File: config.mk
export PLATFORM = sky130hd
export DESIGN_NAME = prbs_sat_cnt
export DESIGN_NICKNAME = d
export VERILOG_FILES = /design/src/rtl/prbs_sat_cnt.sv
export SDC_FILE = /design/constraint.sdc
export NUM_CORES = 1
export LEC_CHECK = 0
export CAP_MARGIN = 40
export CORE_MARGIN = 10
export CORE_UTILIZATION = 49
export CTS_CLUSTER_SIZE = 20
export DETAILED_ROUTE_END_ITERATION = 8
export PLACE_DENSITY = 0.84
export SLEW_MARGIN = 20
export SYNTH_ARGS = -nofsm -noshare
export SYNTH_HDL_FRONTEND = slang
export SYNTH_SLANG_ARGS = --single-unit
File: constraint.sdc
create_clock -name clk -period 2.2 [get_ports clk]
set_clock_uncertainty 0.15 [all_clocks]
set_input_delay 0.33 -clock clk [delete_from_list [all_inputs] [get_ports clk]]
set_output_delay 0.33 -clock clk [all_outputs]
set_load 0.01 [all_outputs]
File: src/rtl/prbs_sat_cnt.sv
// Saturating up-counter with synchronous clear; a clear that coincides with
// an increment leaves the counter at 1 so that event is not lost.
module prbs_sat_cnt #(
    parameter int W = 16
) (
    input  logic         clk,
    input  logic         rst,
    input  logic         i_inc,
    input  logic         i_clr,
    output logic [W-1:0] o_cnt
);
    localparam logic [W-1:0] MAX_VAL = '1;
    localparam logic [W-1:0] ONE_VAL = {{(W-1){1'b0}}, 1'b1};

    logic [W-1:0] r_cnt;

    always_ff @(posedge clk or posedge rst) begin
        if (rst) begin
            r_cnt <= '0;
        end else if (i_clr) begin
            r_cnt <= i_inc ? ONE_VAL : '0;
        end else if (i_inc && (r_cnt != MAX_VAL)) begin
            r_cnt <= r_cnt + ONE_VAL;
        end
    end

    assign o_cnt = r_cnt;
endmodule

### After elaboration in Yosys (flattened, before gate mapping)

Cells that the tools add are included.

| storage, ports and cells | value |
|---|---|
| bits of input ports | 4 |
| register bits | 16 |

| cells by class | value |
|---|---|
| add/subtract/negate cells | 1 |
| equal/unequal tests | 1 |
| reductions and logical operators | 2 |
| muxes and demuxes | 3 |

Operator list:

| operator | number |
|---|---|
| $mux W16 | 2 |
| $add A16 B1 Y16 const B | 1 |
| $ne A16 B16 Y1 const B | 1 |
| $reduce_bool A2 Y1 | 1 |
| $logic_and A1 B1 Y1 | 1 |
| $mux W1 | 1 |

### Depth between registers and ports, before layout

| logic depth | value |
|---|---|
| depth after elaboration | 4 |
| depth in mapped cells | 5 |
| gate-level depth less buffers | 5 |

### Worst setup path before layout

Ideal clock, no wire load.

| timing path | value |
|---|---|
| path type | reg2reg |
| start point | register r_cnt[0], in the netlist o_cnt[0] |
| end point | register r_cnt[12], in the netlist o_cnt[12] |
| setup time | 0.078 ns |
| arrival | 1.690 ns |
| stages on the path, launching flop included | 6 |
| path slack | 0.282 ns |
| buffers on the path | 0 |
| cells stage by stage | dfrtp_1 -> ha_1 -> nand4_4 -> or3_4 -> or3_1 -> a21oi_1 |

| on the way | value |
|---|---|
| longest elaborated chain between the ends | 3 |
| elaborated cells on any way between the ends | 6 |

Ends and longest elaborated chain:

| item | line | source |
|---|---|---|
| start: declaration | 15 | `logic [W-1:0] r_cnt;` |
| start signal: assignment | 21 | `r_cnt <= i_inc ? ONE_VAL : '0;` |
| start signal: assignment | 23 | `r_cnt <= r_cnt + ONE_VAL;` |
| $add A16 B1 Y16 / $ne A16 B16 Y1 (equally long branches) | 23, 22 |  |
| $mux W16 / $logic_and A1 B1 Y1 (equally long branches) | 22 | `end else if (i_inc && (r_cnt != MAX_VAL)) begin` |
| $mux W16 / $reduce_bool A2 Y1 (equally long branches) | -- |  |

Several ways; a longest one is shown, not always the timed one. The select of a mux whose other input is x is not followed.
A chain may end at the register's enable or synchronous reset.

### Worst setup path in the final report

| timing path | value |
|---|---|
| start point | register r_cnt[0], in the netlist o_cnt[0] |
| end point | register r_cnt[1], in the netlist o_cnt[1] |

The elaborated chain is that of the path after synthesis.

==> reports/summary.txt <==
Yosys top cell by area - dfrtp_1
IO buf count - 19
Sequential cell area fraction in the yosys report - 43.3%
Buf/Inv on CP - 0
Detailed-route via count - 877
Worst slew margin - 59.1%
Largest cells by area after synthesis - dfrtp_1, a21oi_1, o31ai_1, or4_1, nand4_1
Tmin final - 2010 ps
Syn Std Cell Area - 925 sq um
CTS Buf Count - 3
Reg2Reg Setup Slack - 190 ps
Crit-path max cell delay - 620 ps
R2r endpoint - o_cnt[1]
Hold_buf cts - 0
Post-Synth XOR/XNOR Area - 0.947%
CTS tree - yes
DRT iter0 DRCs - 20
Slowest cell on crit path - o41ai_4
CTS clk-pin slew, worst paths - 90 ps
R2r worst-path depth - 5
Max Clk Rate - 497 MHz
Final non-filler cell total - 145
Overall die width - 63.4 microns
RSZ-0062 raised after global routing - no
Post-route setup slack - 187 ps
Leak - 0.453 nW
Post-synth cell types - 31
Status - finished clean
Pre-CTS WS - 114 ps
Share of cells above drive strength 1 - 10.8%
Final worst-path cycle share - 91.5%
Avg Cell Area, Syn - 9.63 sq um
Initial Utilization - 52.4%
Setup Viol. Count Final - 0
Setup TNS Final - 0 ps
First-pass GRT wire length - 3950 microns
Core Box Area - 1760 sq um
Gr usage total - 11.5%
CP Launch Type - flip-flop
Initial antenna violation count - 0
Crit end category - flip-flop
Post-synthesis simple-gate area fraction - 30.2%
Placed cell count - 142
Number of setup buffers added after CTS - 0
Most common cell after layout, fill and taps aside - clkdlybuf4s50_1
Largest family of logic cells by synthesized area - simple AND/OR/NAND/NOR gates
Flops & latches, synth - 16
Total power - 0.511 mW
Largest net degree at the start of global routing - 17
H-tree depth - 1
Syn nets - 101
Share of the synthesized area in the top cell type - 43.3%
Worst-path cell chain - ha_1, nand4_4, o41ai_4, mux2i_1, nor2_1
Detailed Place HPWL - 1730 microns
Mapped Cells - 96
# IOs - 20
Number of fill cells - 155
Root Buffer - clkbuf_4
RR Startpoint - o_cnt[0]
Pwr Density - 429 nW/um^2
Clock sinks - 16
DIE AREA - 4020 sq um
Commonest cells after routing, fill and taps aside - clkdlybuf4s50_1, dfrtp_1, a21oi_1
Tightest Hold Check Type - in -> async
Area share of fa/ha/maj cells after synthesis - 1.35%
CP max FO - 9
Clk Latency, worst-skew pair - 280 ps
Max-slew violation count - 0
Post-route ant nets - 0
Max-cap viol count - 0
Aggregate global routing overflow - 0
Final Hold Vio Count - 0
Largest register FFs - 16
Die height - 63.4 microns
Fin nets - 127
Worst Max-Slew Pin Slew - 612 ps
WL final - 2270 microns
Required @ worst endpoint - 2210 ps
Post-synthesis mux area share - 1.08%
DRC Markers - 0
Critical path class - reg -> reg
Final Wtd Congestion - 0.855
Pre-antenna DRT Iters - 4
Vias in the first global route - 903
CP delay by family, top - compound AO/OA/AOI/OAI gates
CP Data Arrival Time - 2020 ps
Compound-Gate Fraction of Synth Area - 20.7%
Final Core Density - 67.5%
Yosys warnings - 0
Clk buf depth - 2
Vias per inst - 6.05
Area growth syn-to-layout - 28.8%
Row cnt - 15
Max VDD drop - 293 uV
DR WL/cell - 15.6 microns
Antenna diode count - 0
PostCTS Resize Cnt - 0
cell usage after synthesis:
master	count
or3_4	1
nor3_2	1
inv_1	4
o41ai_4	1
nand2_1	8
o31ai_1	6
o21ai_0	2
dfrtp_1	16
buf_1	1
and4_1	2
and2_1	2
a21oi_1	11
nand2b_1	1
nand4_1	5
or3b_2	1
mux2i_1	1
ha_1	1
or3_1	5
nand3_1	4
nor2_1	3
o41ai_2	1
o21ai_1	3
o211ai_1	1
nand4_4	1
nor3_1	2
or4_1	5
and3_1	2
nand3b_1	1
clkbuf_1	1
xor2_1	1
a211oi_1	2
stage by stage:
stage,hold slack (ps),area [sq um]
global placement,396,1170
floorplan,93.7,925
CTS,277,1190
finish,265,1190
global route,304,1190
detailed placement,430,1170
worst reg2reg max path, stage by stage, from the launching register on:
cell and delay [ps]:
dfrtp_1 420, ha_1 250, nand4_4 160, o41ai_4 620
mux2i_1 240, nor2_1 50
power breakdown:
part | internal (mW) | switching [mW]
Sequential | 0.299 | 0.00694
Combinational | 0.0266 | 0.0295
Clock | 0.0634 | 0.0852
Total | 0.389 | 0.122
cell families after synthesis:
kind of cell             after synthesis
AO/OA/AOI/OAI                         27
XOR/XNOR                               1
adder cells (fa/ha/maj)                1
buffers and inverters                  6
flip-flops                            16
multiplexers                           1
AND/OR/NAND/NOR                       44
worst max-delay path by stage:
stage	start	to	cells after the start
2_1_floorplan	o_cnt[0]	o_cnt[12]	5
3_3_place_gp	i_inc	o_cnt[12]	5
3_5_place_dp	i_inc	o_cnt[12]	5
4_1_cts	o_cnt[0]	o_cnt[1]	5
5_1_grt	o_cnt[0]	o_cnt[1]	5
6_report	o_cnt[0]	o_cnt[1]	5
metal layers:
metal  vias to the layer above  GRT usage (%)  part of all wire [%]
li1                        417              -                     -
met1                       432           12.5                    42
met2                        26           19.0                    49
met3                         2           4.77                   8.6
met4                         0           4.92                  0.40
met5                         -              0                     0
area by class of cell:
class	instances	area [sq um]	area share (%)
multi-input cells	74	502	42.1
flip-flops and latches	16	400	33.6
repair buffers	23	220	18.5
well taps	25	31.3	2.63
clock buffers	3	22.5	1.89
inverters	4	15.0	1.26
No activity file was read; power rests on OpenSTA's default activity.
